--- src/rtl/wb_stage_if.sv ---
// Memory-stage to writeback-stage bundle: pipeline inputs into WB and the
// register-file write, forwarding and status outputs coming back out.
interface wb_stage_if #(
    parameter int DATA_W = 16,
    parameter int REG_AW = 3,
    parameter int CNT_W  = 16
);
    logic [DATA_W-1:0] MemOut;
    logic [DATA_W-1:0] ALUout;
    logic [DATA_W-1:0] PCinc;
    logic [DATA_W-1:0] ImmIn;
    logic [1:0]        WbSel;
    logic              RegWrt;
    logic [REG_AW-1:0] WrReg;
    logic              HaltIn;
    logic              ValidIn;
    logic              MemStall;
    logic              Flush;
    logic [DATA_W-1:0] WrData;
    logic [REG_AW-1:0] WrRegOut;
    logic              RegWrtOut;
    logic              FwdValid;
    logic              HaltOut;
    logic [CNT_W-1:0]  RetireCnt;

    // Handshake: there is no backpressure out of WB. An instruction is offered
    // when ValidIn=1 and is taken on the rising edge unless Flush, MemStall or a
    // halt blocks it, in which case a bubble enters WB instead.
    modport master (
        output MemOut, ALUout, PCinc, ImmIn, WbSel, RegWrt, WrReg,
        output HaltIn, ValidIn, MemStall, Flush,
        input  WrData, WrRegOut, RegWrtOut, FwdValid, HaltOut, RetireCnt
    );

    modport slave (
        input  MemOut, ALUout, PCinc, ImmIn, WbSel, RegWrt, WrReg,
        input  HaltIn, ValidIn, MemStall, Flush,
        output WrData, WrRegOut, RegWrtOut, FwdValid, HaltOut, RetireCnt
    );
endinterface

--- src/rtl/wb_stage.sv ---
// Writeback stage: MEM/WB pipeline register, write-value select, register-file
// write/forwarding, sticky halt FSM and retired-instruction counter.
module wb_stage #(
    parameter int DATA_W = 16,
    parameter int REG_AW = 3,
    parameter int CNT_W  = 16
) (
    input  logic       clk,
    input  logic       rst,
    wb_stage_if.slave  wb,
    output logic       o_dbg_state
);
    typedef enum logic {
        ST_RUN    = 1'b0,
        ST_HALTED = 1'b1
    } state_t;

    state_t            r_state;
    logic              r_valid;
    logic [DATA_W-1:0] r_mem;
    logic [DATA_W-1:0] r_alu;
    logic [DATA_W-1:0] r_pcinc;
    logic [DATA_W-1:0] r_imm;
    logic [1:0]        r_wbsel;
    logic              r_regwrt;
    logic [REG_AW-1:0] r_wrreg;
    logic              r_halt;
    logic [CNT_W-1:0]  r_retire_cnt;

    logic              w_halt_resident;
    logic              w_halted;
    logic              w_capture;
    logic [DATA_W-1:0] w_wr_data;

    assign w_halt_resident = r_valid & r_halt;
    // Treat the machine as halted from the cycle the HALT sits in WB, so the
    // instruction behind it never enters WB and never writes.
    assign w_halted  = (r_state == ST_HALTED) | w_halt_resident;
    assign w_capture = ~w_halted & ~wb.Flush & ~wb.MemStall & wb.ValidIn;

    always_ff @(posedge clk or posedge rst) begin
        if (rst) begin
            r_state      <= ST_RUN;
            r_valid      <= 1'b0;
            r_mem        <= '0;
            r_alu        <= '0;
            r_pcinc      <= '0;
            r_imm        <= '0;
            r_wbsel      <= 2'b00;
            r_regwrt     <= 1'b0;
            r_wrreg      <= '0;
            r_halt       <= 1'b0;
            r_retire_cnt <= '0;
        end else begin
            case (r_state)
                ST_RUN: begin
                    if (r_valid) begin
                        r_retire_cnt <= r_retire_cnt + CNT_W'(1);
                    end
                    if (w_halt_resident) begin
                        r_state <= ST_HALTED;
                    end
                end
                ST_HALTED: r_state <= ST_HALTED;
                default:   r_state <= ST_RUN;
            endcase

            if (w_capture) begin
                r_valid  <= 1'b1;
                r_mem    <= wb.MemOut;
                r_alu    <= wb.ALUout;
                r_pcinc  <= wb.PCinc;
                r_imm    <= wb.ImmIn;
                r_wbsel  <= wb.WbSel;
                r_regwrt <= wb.RegWrt;
                r_wrreg  <= wb.WrReg;
                r_halt   <= wb.HaltIn;
            end else begin
                // Bubble: control cleared, operands held to avoid needless toggling.
                r_valid  <= 1'b0;
                r_wbsel  <= 2'b00;
                r_regwrt <= 1'b0;
                r_wrreg  <= '0;
                r_halt   <= 1'b0;
            end
        end
    end

    always_comb begin
        w_wr_data = r_alu;
        case (r_wbsel)
            2'b00:   w_wr_data = r_alu;
            2'b01:   w_wr_data = r_mem;
            2'b10:   w_wr_data = r_pcinc;
            2'b11:   w_wr_data = r_imm;
            default: w_wr_data = r_alu;
        endcase
    end

    assign wb.WrData    = w_wr_data;
    assign wb.WrRegOut  = r_wrreg;
    assign wb.RegWrtOut = r_valid & r_regwrt & ~r_halt;
    assign wb.FwdValid  = r_valid & r_regwrt & ~r_halt;
    assign wb.HaltOut   = (r_state == ST_HALTED) | w_halt_resident;
    assign wb.RetireCnt = r_retire_cnt;
    assign o_dbg_state  = (r_state == ST_HALTED);

endmodule
--- src/flat_wrapper.sv ---
// flat-port wrapper written by rule: the top's interface ports become plain ports
module wb_stage_flat 
#(
    parameter int DATA_W = 16,
    parameter int REG_AW = 3,
    parameter int CNT_W  = 16
)
  (clk, rst, o_dbg_state, wb_MemOut, wb_ALUout, wb_PCinc, wb_ImmIn, wb_WbSel, wb_RegWrt, wb_WrReg, wb_HaltIn, wb_ValidIn, wb_MemStall, wb_Flush, wb_WrData, wb_WrRegOut, wb_RegWrtOut, wb_FwdValid, wb_HaltOut, wb_RetireCnt);
  wb_stage_if #(.DATA_W(DATA_W), .REG_AW(REG_AW), .CNT_W(CNT_W)) wb_i ();
  input  logic clk;
  input  logic rst;
  output logic o_dbg_state;
  input wire logic [$bits(wb_i.MemOut)-1:0] wb_MemOut;
  input wire logic [$bits(wb_i.ALUout)-1:0] wb_ALUout;
  input wire logic [$bits(wb_i.PCinc)-1:0] wb_PCinc;
  input wire logic [$bits(wb_i.ImmIn)-1:0] wb_ImmIn;
  input wire logic [$bits(wb_i.WbSel)-1:0] wb_WbSel;
  input wire logic [$bits(wb_i.RegWrt)-1:0] wb_RegWrt;
  input wire logic [$bits(wb_i.WrReg)-1:0] wb_WrReg;
  input wire logic [$bits(wb_i.HaltIn)-1:0] wb_HaltIn;
  input wire logic [$bits(wb_i.ValidIn)-1:0] wb_ValidIn;
  input wire logic [$bits(wb_i.MemStall)-1:0] wb_MemStall;
  input wire logic [$bits(wb_i.Flush)-1:0] wb_Flush;
  output wire logic [$bits(wb_i.WrData)-1:0] wb_WrData;
  output wire logic [$bits(wb_i.WrRegOut)-1:0] wb_WrRegOut;
  output wire logic [$bits(wb_i.RegWrtOut)-1:0] wb_RegWrtOut;
  output wire logic [$bits(wb_i.FwdValid)-1:0] wb_FwdValid;
  output wire logic [$bits(wb_i.HaltOut)-1:0] wb_HaltOut;
  output wire logic [$bits(wb_i.RetireCnt)-1:0] wb_RetireCnt;
  assign wb_i.MemOut = wb_MemOut;
  assign wb_i.ALUout = wb_ALUout;
  assign wb_i.PCinc = wb_PCinc;
  assign wb_i.ImmIn = wb_ImmIn;
  assign wb_i.WbSel = wb_WbSel;
  assign wb_i.RegWrt = wb_RegWrt;
  assign wb_i.WrReg = wb_WrReg;
  assign wb_i.HaltIn = wb_HaltIn;
  assign wb_i.ValidIn = wb_ValidIn;
  assign wb_i.MemStall = wb_MemStall;
  assign wb_i.Flush = wb_Flush;
  assign wb_WrData = wb_i.WrData;
  assign wb_WrRegOut = wb_i.WrRegOut;
  assign wb_RegWrtOut = wb_i.RegWrtOut;
  assign wb_FwdValid = wb_i.FwdValid;
  assign wb_HaltOut = wb_i.HaltOut;
  assign wb_RetireCnt = wb_i.RetireCnt;
  wb_stage #(.DATA_W(DATA_W), .REG_AW(REG_AW), .CNT_W(CNT_W)) u_core (.clk(clk), .rst(rst), .wb(wb_i), .o_dbg_state(o_dbg_state));
endmodule
--- config.mk ---
export PLATFORM = sky130hd
export DESIGN_NAME = wb_stage_flat
export DESIGN_NICKNAME = d
export VERILOG_FILES = /design/src/rtl/wb_stage_if.sv /design/src/rtl/wb_stage.sv /design/src/flat_wrapper.sv
export SDC_FILE = /design/constraint.sdc
export NUM_CORES = 1
export LEC_CHECK = 0
export BUFFER_PORTS_ARGS = -buffer_cell sky130_fd_sc_hd__buf_2
export CORE_AREA = 5 5 98 100
export CTS_CLUSTER_SIZE = 25
export DETAILED_ROUTE_END_ITERATION = 12
export DIE_AREA = 0 0 103 105
export GPL_TIMING_DRIVEN = 0
export PLACE_DENSITY = 0.74
export SYNTH_ARGS = -nofsm -noshare
export SYNTH_HDL_FRONTEND = slang
export SYNTH_SLANG_ARGS = --single-unit
--- constraint.sdc ---
create_clock -name clk -period 2.51 [get_ports clk]
set_input_delay 0.1255 -clock clk [delete_from_list [all_inputs] [get_ports clk]]
set_output_delay 0.1255 -clock clk [all_outputs]
set_load 0.02 [all_outputs]
After elaboration in Yosys (flattened, before gate mapping)
Cells that the tools add are included.

operators by class
  add/sub/neg operators = 1
  multipliers = 0
  divide/modulo/power cells = 0
  order comparisons = 0
  eq/ne operators = 3
  shift operators = 0
  mux-type cells = 8
  bitwise operators = 12
  reductions and logical operators = 2

operators with widths
  cell                                            number
  one-hot mux 16 bit (4 select lines)             1
  adder 16 x 1 -> 16 bit (second input constant)  1
  bitwise AND 1 bit                               6
  inverter 1 bit                                  5
  == test 2 bit (second input constant)           2
  2-to-1 mux 1 bit                                4
  2-to-1 mux 3 bit                                1
  == test 2 x 1 -> 1 bit (second input constant)  1
  zero test 2 bit                                 1
  2-to-1 mux 2 bit                                1
  one-hot mux 1 bit (2 select lines)              1
  AND reduction 2 bit                             1
  bitwise OR 1 bit                                1

word-level totals
  register bits = 89
  bits in latches = 0
  memory bits (writable) = 0
  memory bits (read-only) = 0
  input port bits = 76
  output and inout bits = 39
  logic and storage cells = 37
  memories = 0

Depth between registers and ports, before layout
Gate-level depths: netlist of the first run.

  word-level depth = 7
  mapped depth = 6
  depth with buffers taken out = 5

Worst setup path after synthesis of the first run
Ideal clock, no wire load.

  path kind = register to register
  start = reg u_core.r_state (netlist: u_core.o_dbg_state)
  end = reg u_core.r_alu[0]
  library setup time = 0.125 ns
  arrival time = 1.704 ns
  data required time = 2.385 ns
  slack = 0.681 ns
  cell stages (with the launch flop) = 7
  path buffers = 2
  period minus slack after synthesis = 1.829 ns
  cell sequence = dfrtp_1 a21oi_1 inv_1 nor4b_1 buf_2 buf_4 mux2_2

between the ends
  cells in the longest elaborated chain, start to end = 5

ends and longest elaborated chain
  item                            line                text
  start, declared                 wb_stage.sv:18      state_t r_state;
  start signal, assigned          wb_stage.sv:43      r_state <= ST_RUN;
  start signal, assigned          wb_stage.sv:61      r_state <= ST_HALTED;
  start signal, assigned          wb_stage.sv:64      ST_HALTED: r_state <= ST_HALTED;
  bitwise OR 1 bit                -
  named net wb_HaltOut            flat_wrapper.sv:28  output wire logic [$bits(wb_i.HaltOut)-1:0] wb_HaltOut;
  inverter 1 bit                  wb_stage.sv:39      assign w_capture = ~w_halted & ~wb.Flush & ~wb.MemStall & wb.ValidIn;
  bitwise AND 1 bit (3 in a row)  wb_stage.sv:39
  end signal, assigned            wb_stage.sv:71      r_alu <= wb.ALUout;
  end, declared                   wb_stage.sv:21      logic [DATA_W-1:0] r_alu;

The timed path passes the listed nets, and every way through them passes these cells.
A chain may end at the register's enable or synchronous reset.

Final worst setup path of the first run
  start = reg u_core.r_wbsel[1]
  end = out wb_WrData[7]

between the ends
  cells in the longest elaborated chain, start to end = 2
  elaborated cells between the ends (all ways) = 5
  classes of those cells = 3 x eq/ne; 1 x mux; 1 x reduce/logical

ends and longest elaborated chain
  item                                         line                text
  start, declared                              wb_stage.sv:24      logic [1:0] r_wbsel;
  start signal, assigned                       wb_stage.sv:74      r_wbsel <= wb.WbSel;
  == test 2 bit, or another cell as far along  wb_stage.sv:91      case (r_wbsel)
  one-hot mux 16 bit (4 select lines) *        wb_stage.sv:91
  end, declared                                flat_wrapper.sv:24  output wire logic [$bits(wb_i.WrData)-1:0] wb_WrData;

Every way passes the cells marked *; elsewhere a longest branch is shown, timed or not.

==> results of run 1 <==
[cell families after synthesis]
kind of cell | synth area share (%)
simple gates | 5.883
mux | 28.85
compound gates | 0.1321
xor+xnor | 3.470
buf+inv | 2.512
fa+ha+maj | 0.3304
flops | 58.82
[routing by layer]
metal  share of wire, %  vias to the layer above  routed length, um  track usage, %
met2                 53                       61               4666           29.56
met4                1.2                        0                110           6.290
li1                   -                     1203                  -               -
met3                4.7                        8                416           2.865
met1                 42                     1314               3691           21.61
met5                  0                        -                  0               0
[repair_timing]
action	in CTS	in global routing
endpoints found under the hold margin	65	0
endpoints found under the setup margin	0	4
hold buffers	46	0
setup buffers	0	0
resized for setup	0	2
[critical path, stage by stage (launching register included)]
cell and delay [ps]:
dfrtp_1 320, buf_2 240, buf_2 420, mux4_2 560, buf_2 180
[synthesized netlist by cell type (2+ instances only)]
library cell and n:
and2_1 7, buf_2 4, buf_4 7, clkbuf_1 2
dfrtp_1 89, inv_1 4, mux2_2 65, mux4_2 16
nand2_1 10, nand3_1 2, nor2_1 5, nor3_1 3
xnor2_1 8, xor2_1 7
[through the flow]
stage / area, um^2 / utilization, % / setup slack [ps] / cells
floorplan: 3786 / - / 77.59 / 241
global placement: 4492 / 52.27 / -965.4 / 463
detailed placement: 4522 / 52.62 / 442.8 / 464
CTS: 5161 / 60.06 / 81.34 / 526
global route: 5162 / 60.08 / 179.6 / 526
finish: 5162 / 60.08 / 321.4 / 526
[how the worst min path moves through the flow]
stage	startpoint	to
3_5_place_dp	rst	u_core.wb.RetireCnt[13]
6_report	wb_ImmIn[4]	u_core.r_imm[4]
3_3_place_gp	wb_WrReg[0]	u_core.wb.WrRegOut[0]
5_1_grt	wb_ImmIn[12]	u_core.r_imm[12]
2_1_floorplan	wb_HaltIn	u_core.r_halt
4_1_cts	wb_MemOut[7]	u_core.r_mem[7]
[state kept, by name, indices dropped and copies added, names as in the netlist, 2 cells and up]
register	count
u_core.r_alu	16
u_core.r_imm	16
u_core.r_mem	16
u_core.r_pcinc	16
u_core.wb.RetireCnt	16
u_core.wb.WrRegOut	3
u_core.r_wbsel	2
[power groups by stage]
stage               Sequential [uW]  Clock (uW)  Combinational [uW]
global placement               1830           0                 698
floorplan                      1850           0                 455
CTS                            1820         934                 782
finish                         1820         898                 772
detailed placement             1850           0                 724
global route                   1850         990                 838
[layout make-up]
type,count,area [um^2]
Buffer,13,81.33
Clock buffer,11,141.4
Clock inverter,5,37.54
Fill cell,691,3431
Inverter,4,17.52
Multi-Input combinational cell,135,1464
Sequential cell,89,2227
Tap cell,108,135.1
Timing Repair Buffer,161,1059
[cells in the final DEF (no fill, tap or decap), drive strengths merged, types with 2 or more instances in the layout]
master	count
xnor2	8
dlygate4sd3	46
nor3	3
nand3	2
xor2	7
clkinvlp	2
and2	7
nand2	10
mux2	65
dfrtp	89
nor4	2
inv	6
nor2	5
buf	126
mux4	16
clkbuf	13
==> results.cfg, run 1 <==
[clock_network]
numCtsBuffers = 9
root_buffer = clkbuf_8
cts.sinks = 89
clock_path_buffers = 2
clk-insertion-delay-late_ps = 350
clkTransAtPathRegs_ps = 90
cts_tree = built
htreeDepth = 3

[pwr]
power_frac_comb_pct = 22.1
power_uw = 3493
pwr-share-clk_pct = 25.7
p_leak_uw = 0.002427
power_density_nw_per_um2 = 676.6
seqPwrFrac_pct = 52.2
swShare_pct = 28.54
p_switching_uw = 996.8
p_int_uw = 2496
vdd_drop_max_mv = 0.2927

[sta]
grt_setup_unrepaired = false
hold_viol = 0
max_freq_ghz = 0.4569
whs_ps = 18.07
setup_violations = 0
relSlewSlack_pct = 62.08
min_period_ps = 2189
fin_skew_ps = 9.988
fin_setup_tns_ps = 0
finalMaxSlewViolations = 0
period_share_pct = 87.20
worstMarginPinSlew_ps = 563.6

[logic_synthesis]
ys_types = 26
synth_edf_count = 0
synth-seq-cells = 89
synth_top_area_share_pct = 58.82
seq_area_frac_synth_pct = 58.82
yosysTopAreaCell = dfrtp_1
synthCells = 241
ys_warn_count = 0
synth_area_um2 = 3786
syn_nets = 318
synth_top_flop_cell = dfrtp_1
avgSynthCellArea_um2 = 15.71
async_flop_share_pct = 100.0
ys_top_cells_by_area = dfrtp_1, mux2_2, mux4_2

[routing]
drt_first_pass_iters = 4
wire_per_inst_um = 16.89
drc = 0
avgViaCountPerCell = 4.916
routed_wl_um = 8884
vias = 2586
drtIter0Drc = 56
ant_nets = 0

[layout]
drive_gt1_share_pct = 54.78
n_antenna_cell = 0
fin_nets = 490
synthToLayoutAreaGrowth_pct = 36.35

[floorplanning]
die_area_um2 = 10820
chipHeight_um = 105
die_w_um = 103
row_count = 34
io_pins = 115
start_util_pct = 44.06
core_um2 = 8593

[setup_path]
start_kind = register
regToRegSetupSlack_ps = 460
path_max_fanout = 10
cp-endpoint = wb_WrData[7]
worst_ep_arrival_time_ps = 2060
crit_required_ps = 2380
rr_worst_depth = 6
cp-end-kind = output port
timing.rr.end = u_core.r_imm[9]
crit_type = register to output port
r2r_start = u_core.r_valid
cp-startpoint = u_core.r_wbsel[1]

[hold_path]
hold_depth = 2
hold_class = primary input to register

[grt]
grt_pass1_vias = 2848
grt_use_total_pct = 17.22
grt.overflow.total = 0
grt_antenna_before_repair = 0
grt_pass1_wl_um = 14380
grt_start_max_net_pins = 70

[placed_design]
routabilityCongestion = 0.7264
port-buffer-count = 114
dpl.hpwl_um = 6194

[run]
drv_cap = 0

[outcome]
status = finished, final reports clean
Power figures use the tool's default switching activity.
==> inputs of run 2 (changes only) <==
Settings changed: PLACE_DENSITY 0.74 to 0.82.
==> run 2 against run 1 <==
  * Worst hold slack worse by 1.6 ps
  * Sequential share of layout area down 1.8 points
  * Total power up 3.0%
  * Setup slack worse by 31 ps
  * Clock skew down 0.78 ps
  * Count of clock-buffer cells in the layout unchanged
  * Register-to-register slack better by 50 ps
  * Sequential power about the same
  * Combinational power up 4.1%
  * Cell count up 4.0%
  * Largest power group unchanged
  * Critical path type unchanged
  * Via count up 3.6%
  * First-iteration DRC count up 25%
==> results.cfg, run 2 (synthesis gave the netlist of run 1 again) <==
[pwr]
power_uw = 3597
p_leak_uw = 0.002527
vdd_drop_max_mv = 0.3119
power_density_nw_per_um2 = 667.3

[clock_network]
htreeDepth = 3
cts.sinks = 89
numCtsBuffers = 9
clk-insertion-delay-late_ps = 360
clock_path_buffers = 2
cts_tree = built
clkTransAtPathRegs_ps = 90
root_buffer = clkbuf_8

[hold_path]
hold_class = primary input to register

[sta]
grt_setup_unrepaired = false
finalMaxSlewViolations = 0
max_freq_ghz = 0.4504
fin_ws_ps = 289.9
whs_ps = 16.43
hold_viol = 0
min_period_ps = 2220
worstMarginPinSlew_ps = 578.6
fin_setup_tns_ps = 0
period_share_pct = 88.45
fin_skew_ps = 9.209
relSlewSlack_pct = 61.07
setup_violations = 0

[floorplanning]
die_area_um2 = 10820
start_util_pct = 44.06
core_um2 = 8593
chipHeight_um = 105
die_w_um = 103
row_count = 34
io_pins = 115

[setup_path]
path_max_fanout = 10
cp-endpoint = wb_WrData[6]
cp-startpoint = u_core.r_wbsel[1]
start_kind = register
worst_ep_arrival_time_ps = 2090
crit_type = register to output port
rr_worst_depth = 6
timing.rr.end = u_core.r_alu[5]
regToRegSetupSlack_ps = 510
cp-end-kind = output port
crit_required_ps = 2380
r2r_start = u_core.r_valid

[routing]
drc = 0
routed_wl_um = 9539
avgViaCountPerCell = 4.896
drt_first_pass_iters = 4
vias = 2678
ant_nets = 0
wire_per_inst_um = 17.44
drtIter0Drc = 70

[placed_design]
dpl_cell_area_um2 = 4522
place_ws_ps = 408.3
routabilityCongestion = 0.7147
port-buffer-count = 114
dpl.hpwl_um = 6280

[grt]
grt_antenna_before_repair = 0
grt_use_total_pct = 18.75
grt_start_max_net_pins = 54
grt.overflow.total = 0
grt_pass1_wl_um = 15640
grt_pass1_vias = 3083

[layout]
drive_gt1_share_pct = 52.39
layout.cells.most_common_list = buf_2, dfrtp_1, dlygate4sd3_1, mux2_2, mux4_2
n_antenna_cell = 0
synthToLayoutAreaGrowth_pct = 42.37
fill_cells = 638
fin_area_um2 = 5390
mostFrequentLayoutCell = buf_2
fin_nets = 511

[run]
drv_cap = 0

[outcome]
status = finished, final reports clean
## run 2: cell types whose count changed in the layout (fill, tap and decap cells not counted)
cell           delta
clkbuf_1          -1
clkbuf_8          +1
clkinv_2          -1
clkinv_4          +1
clkinvlp_4        -1
dlygate4sd3_1    +21
inv_8             +1
## run 2: cell type report
class                   count  area, um^2  area share, %
well taps                 108       135.1          2.507
multi-input cells         135        1464          27.16
repair buffers            182        1269          23.54
inverters                   4       17.52         0.3250
clock inverters             5       45.04         0.8357
flip-flops and latches     89        2227          41.32
plain buffers              13       81.33          1.509
clock buffers              11       151.4          2.809
## run 2: worst min-delay path by stage
stage | start | to | slack (ps) | depth (start not counted)
3_3_place_gp | wb_WrReg[0] | u_core.wb.WrRegOut[0] | 330 | 2
5_1_grt | wb_ALUout[11] | u_core.r_alu[11] | 4 | 2
6_report | wb_ImmIn[6] | u_core.r_imm[6] | 20 | 2
4_1_cts | wb_ALUout[1] | u_core.r_alu[1] | 0.3 | 2
3_5_place_dp | rst | u_core.r_alu[7] | 200 | 2
2_1_floorplan | wb_HaltIn | u_core.r_halt | 250 | 1
## run 2: per-stage QoR
| step | std cells | util (%) |
|---|---|---|
| after floorplan | 241 | - |
| after global placement | 463 | 52.27 |
| after detailed placement | 464 | 52.62 |
| after CTS | 546 | 62.59 |
| after global routing | 547 | 62.73 |
| final | 547 | 62.73 |
## run 2: where the power goes
| group | switching, uW | internal [uW] |
|---|---|---|
| Combinational | 352 | 452 |
| Sequential | 151 | 1670 |
| Clock | 539 | 430 |
| Total | 1040 | 2550 |
## run 2: layer usage
layer | global-route usage, % | part of all wire, % | vias up
li1 | - | - | 1245
met1 | 24.21 | 42 | 1345
met2 | 31.39 | 52 | 73
met3 | 2.931 | 4.2 | 15
met4 | 7.216 | 1.8 | 0
met5 | 0 | 0 | -
## run 2: what timing repair did
item | in CTS | in global routing
setup endpoints to repair | 0 | 10
setup buffers | 0 | 0
hold endpoints to repair | 101 | 1
gates resized for setup | 0 | 2
hold buffers | 66 | 1
## run 2: critical path, stage by stage, from the launching register on
cell,delay [ps]
dfrtp_1,320
buf_2,250
buf_2,410
mux4_2,570
buf_2,180
==> inputs of run 3 (changes only) <==
Settings changed: SETUP_SLACK_MARGIN set to 0.5.
==> run 3 against run 2 <==
  * First-iteration DRC count shrank 37%
  * Count of clock-buffer cells in the layout shrank 1
  * Clock power grew 11%
  * Fmax grew 17%
  * Largest cell class unchanged
  * Global-route usage shrank 0.57 points
  * Setup slack gained 310 ps
  * Die area is the same
  * Combinational power is essentially flat
  * Sequential cell count is the same
  * Sequential share of layout area grew 0.077 points
  * Worst hold slack is essentially flat
==> results.cfg, run 3 (synthesis gave the netlist of run 1 again) <==
[outcome]
status = finished, final reports clean

[layout]
synthToLayoutAreaGrowth_pct = 42.10
drive_gt1_share_pct = 54.31
fin_nets = 501
n_antenna_cell = 0
layout.cells.most_common_list = buf_2, dfrtp_1, mux2_2, dlygate4sd3_1, mux4_2
mostFrequentLayoutCell = buf_2

[grt]
grt_pass1_wl_um = 14830
grt_use_total_pct = 18.18
grt_start_max_net_pins = 36
grt.overflow.total = 0
grt_pass1_vias = 2997
grt_antenna_before_repair = 0

[setup_path]
crit_required_ps = 2740
start_kind = register
crit_type = register to register
cp-end-kind = register
r2r_start = u_core.r_valid
worst_ep_arrival_time_ps = 2140
path_max_fanout = 10
timing.rr.end = u_core.r_mem[12]
regToRegSetupSlack_ps = 600
rr_worst_depth = 6

[hold_path]
worstHoldStart = wb_ImmIn[6]
hold_end = u_core.r_imm[6]
hold_class = primary input to register
hold_depth = 2

[routing]
avgViaCountPerCell = 4.957
routed_wl_um = 9551
drc = 0
vias = 2662
wl_met3_um = 413
drt_first_pass_iters = 4
m1WireLength_um = 3820
route.met2.wl_um = 5082
ant_nets = 0
drtIter0Drc = 44
wire_per_inst_um = 17.79
dr.max_layer_used = met4

[floorplanning]
die_area_um2 = 10820
start_util_pct = 44.06
die_w_um = 103
chipHeight_um = 105
io_pins = 115
row_count = 34
core_um2 = 8593

[sta]
fin_setup_tns_ps = 0
period_share_pct = 75.92
hold_viol = 0
fin_ws_ps = 604.5
max_freq_ghz = 0.5248
worstMarginPinSlew_ps = 688.3
finalMaxSlewViolations = 0
setup_violations = 0
min_period_ps = 1905
grt_setup_unrepaired = true
fin_skew_ps = 11.07
relSlewSlack_pct = 54.02

[run]
drv_cap = 0

[clock_network]
numCtsBuffers = 9
clock_path_buffers = 2
cts.sinks = 89
cts_tree = built
htreeDepth = 3
clk-insertion-delay-late_ps = 350
clkTransAtPathRegs_ps = 90
root_buffer = clkbuf_8

[pwr]
power_density_nw_per_um2 = 688.2
power_uw = 3703
p_leak_uw = 0.002512
vdd_drop_max_mv = 0.3679

[placed_design]
port-buffer-count = 114
place_ws_ps = 419.7
dpl.hpwl_um = 6664
routabilityCongestion = 0.7348
==> run 3: metrics by stage <==
step           util, %  cell area, um^2  hold slack (ps)  std cells
2_1_floorplan        -             3790            254.1        241
3_3_place_gp     52.32             4496            334.7        463
3_5_place_dp     52.78             4536            257.2        465
4_1_cts          61.63             5296          0.02540        533
5_1_grt          62.61             5380            2.831        537
6_report         62.61             5380            16.75        537
==> run 3: what timing repair did <==
| item | 4_1_cts | 5_1_grt |
|---|---|---|
| gates cloned | 0 | 1 |
| resized for setup | 8 | 13 |
| setup endpoints to repair | 73 | 71 |
| pin swaps | 0 | 1 |
| hold buffers | 52 | 3 |
| setup buffers | 0 | 0 |
| endpoints found under the hold margin | 78 | 3 |
==> run 3: layout make-up <==
type | instances | area (um^2)
sequential | 89 | 2227
inverter | 4 | 18.77
multi-input combinational | 135 | 1479
clock inverter | 6 | 90.09
buffer | 13 | 133.9
fill | 664 | 3213
timing repair buffer | 172 | 1169
clock buffer | 10 | 127.6
tap | 108 | 135.1
==> run 3: metal layers <==
metal  GRT usage (%)  up-vias
li1                -     1222
met1           21.86     1343
met2           31.48       78
met3           3.131       19
met4           7.956        0
met5               0        -
==> run 3: critical path, cell delays in order, from the launching register on <==
cell	delay, ps
dfrtp_1	430
a21oi_1	160
inv_1	100
nor4b_4	340
buf_4	220
buf_6	180
mux2_2	350
==> run 3: power breakdown <==
part	total, uW	internal [uW]	leakage [uW]	switching [uW]
Clock	1080	567	0.000107	510
Combinational	801	448	0.00131	353
Sequential	1830	1670	0.00110	152
==> run 3: how the worst max path moves through the flow <==
stage | from | end | cells past startpoint
2_1_floorplan | u_core.o_dbg_state | u_core.r_alu[0] | 6
3_3_place_gp | u_core.r_wbsel[0] | wb_WrData[6] | 4
3_5_place_dp | u_core.r_wbsel[0] | wb_WrData[6] | 4
4_1_cts | u_core.r_wbsel[1] | wb_WrData[6] | 4
5_1_grt | u_core.r_valid | u_core.r_mem[11] | 6
6_report | u_core.r_valid | u_core.r_mem[12] | 6
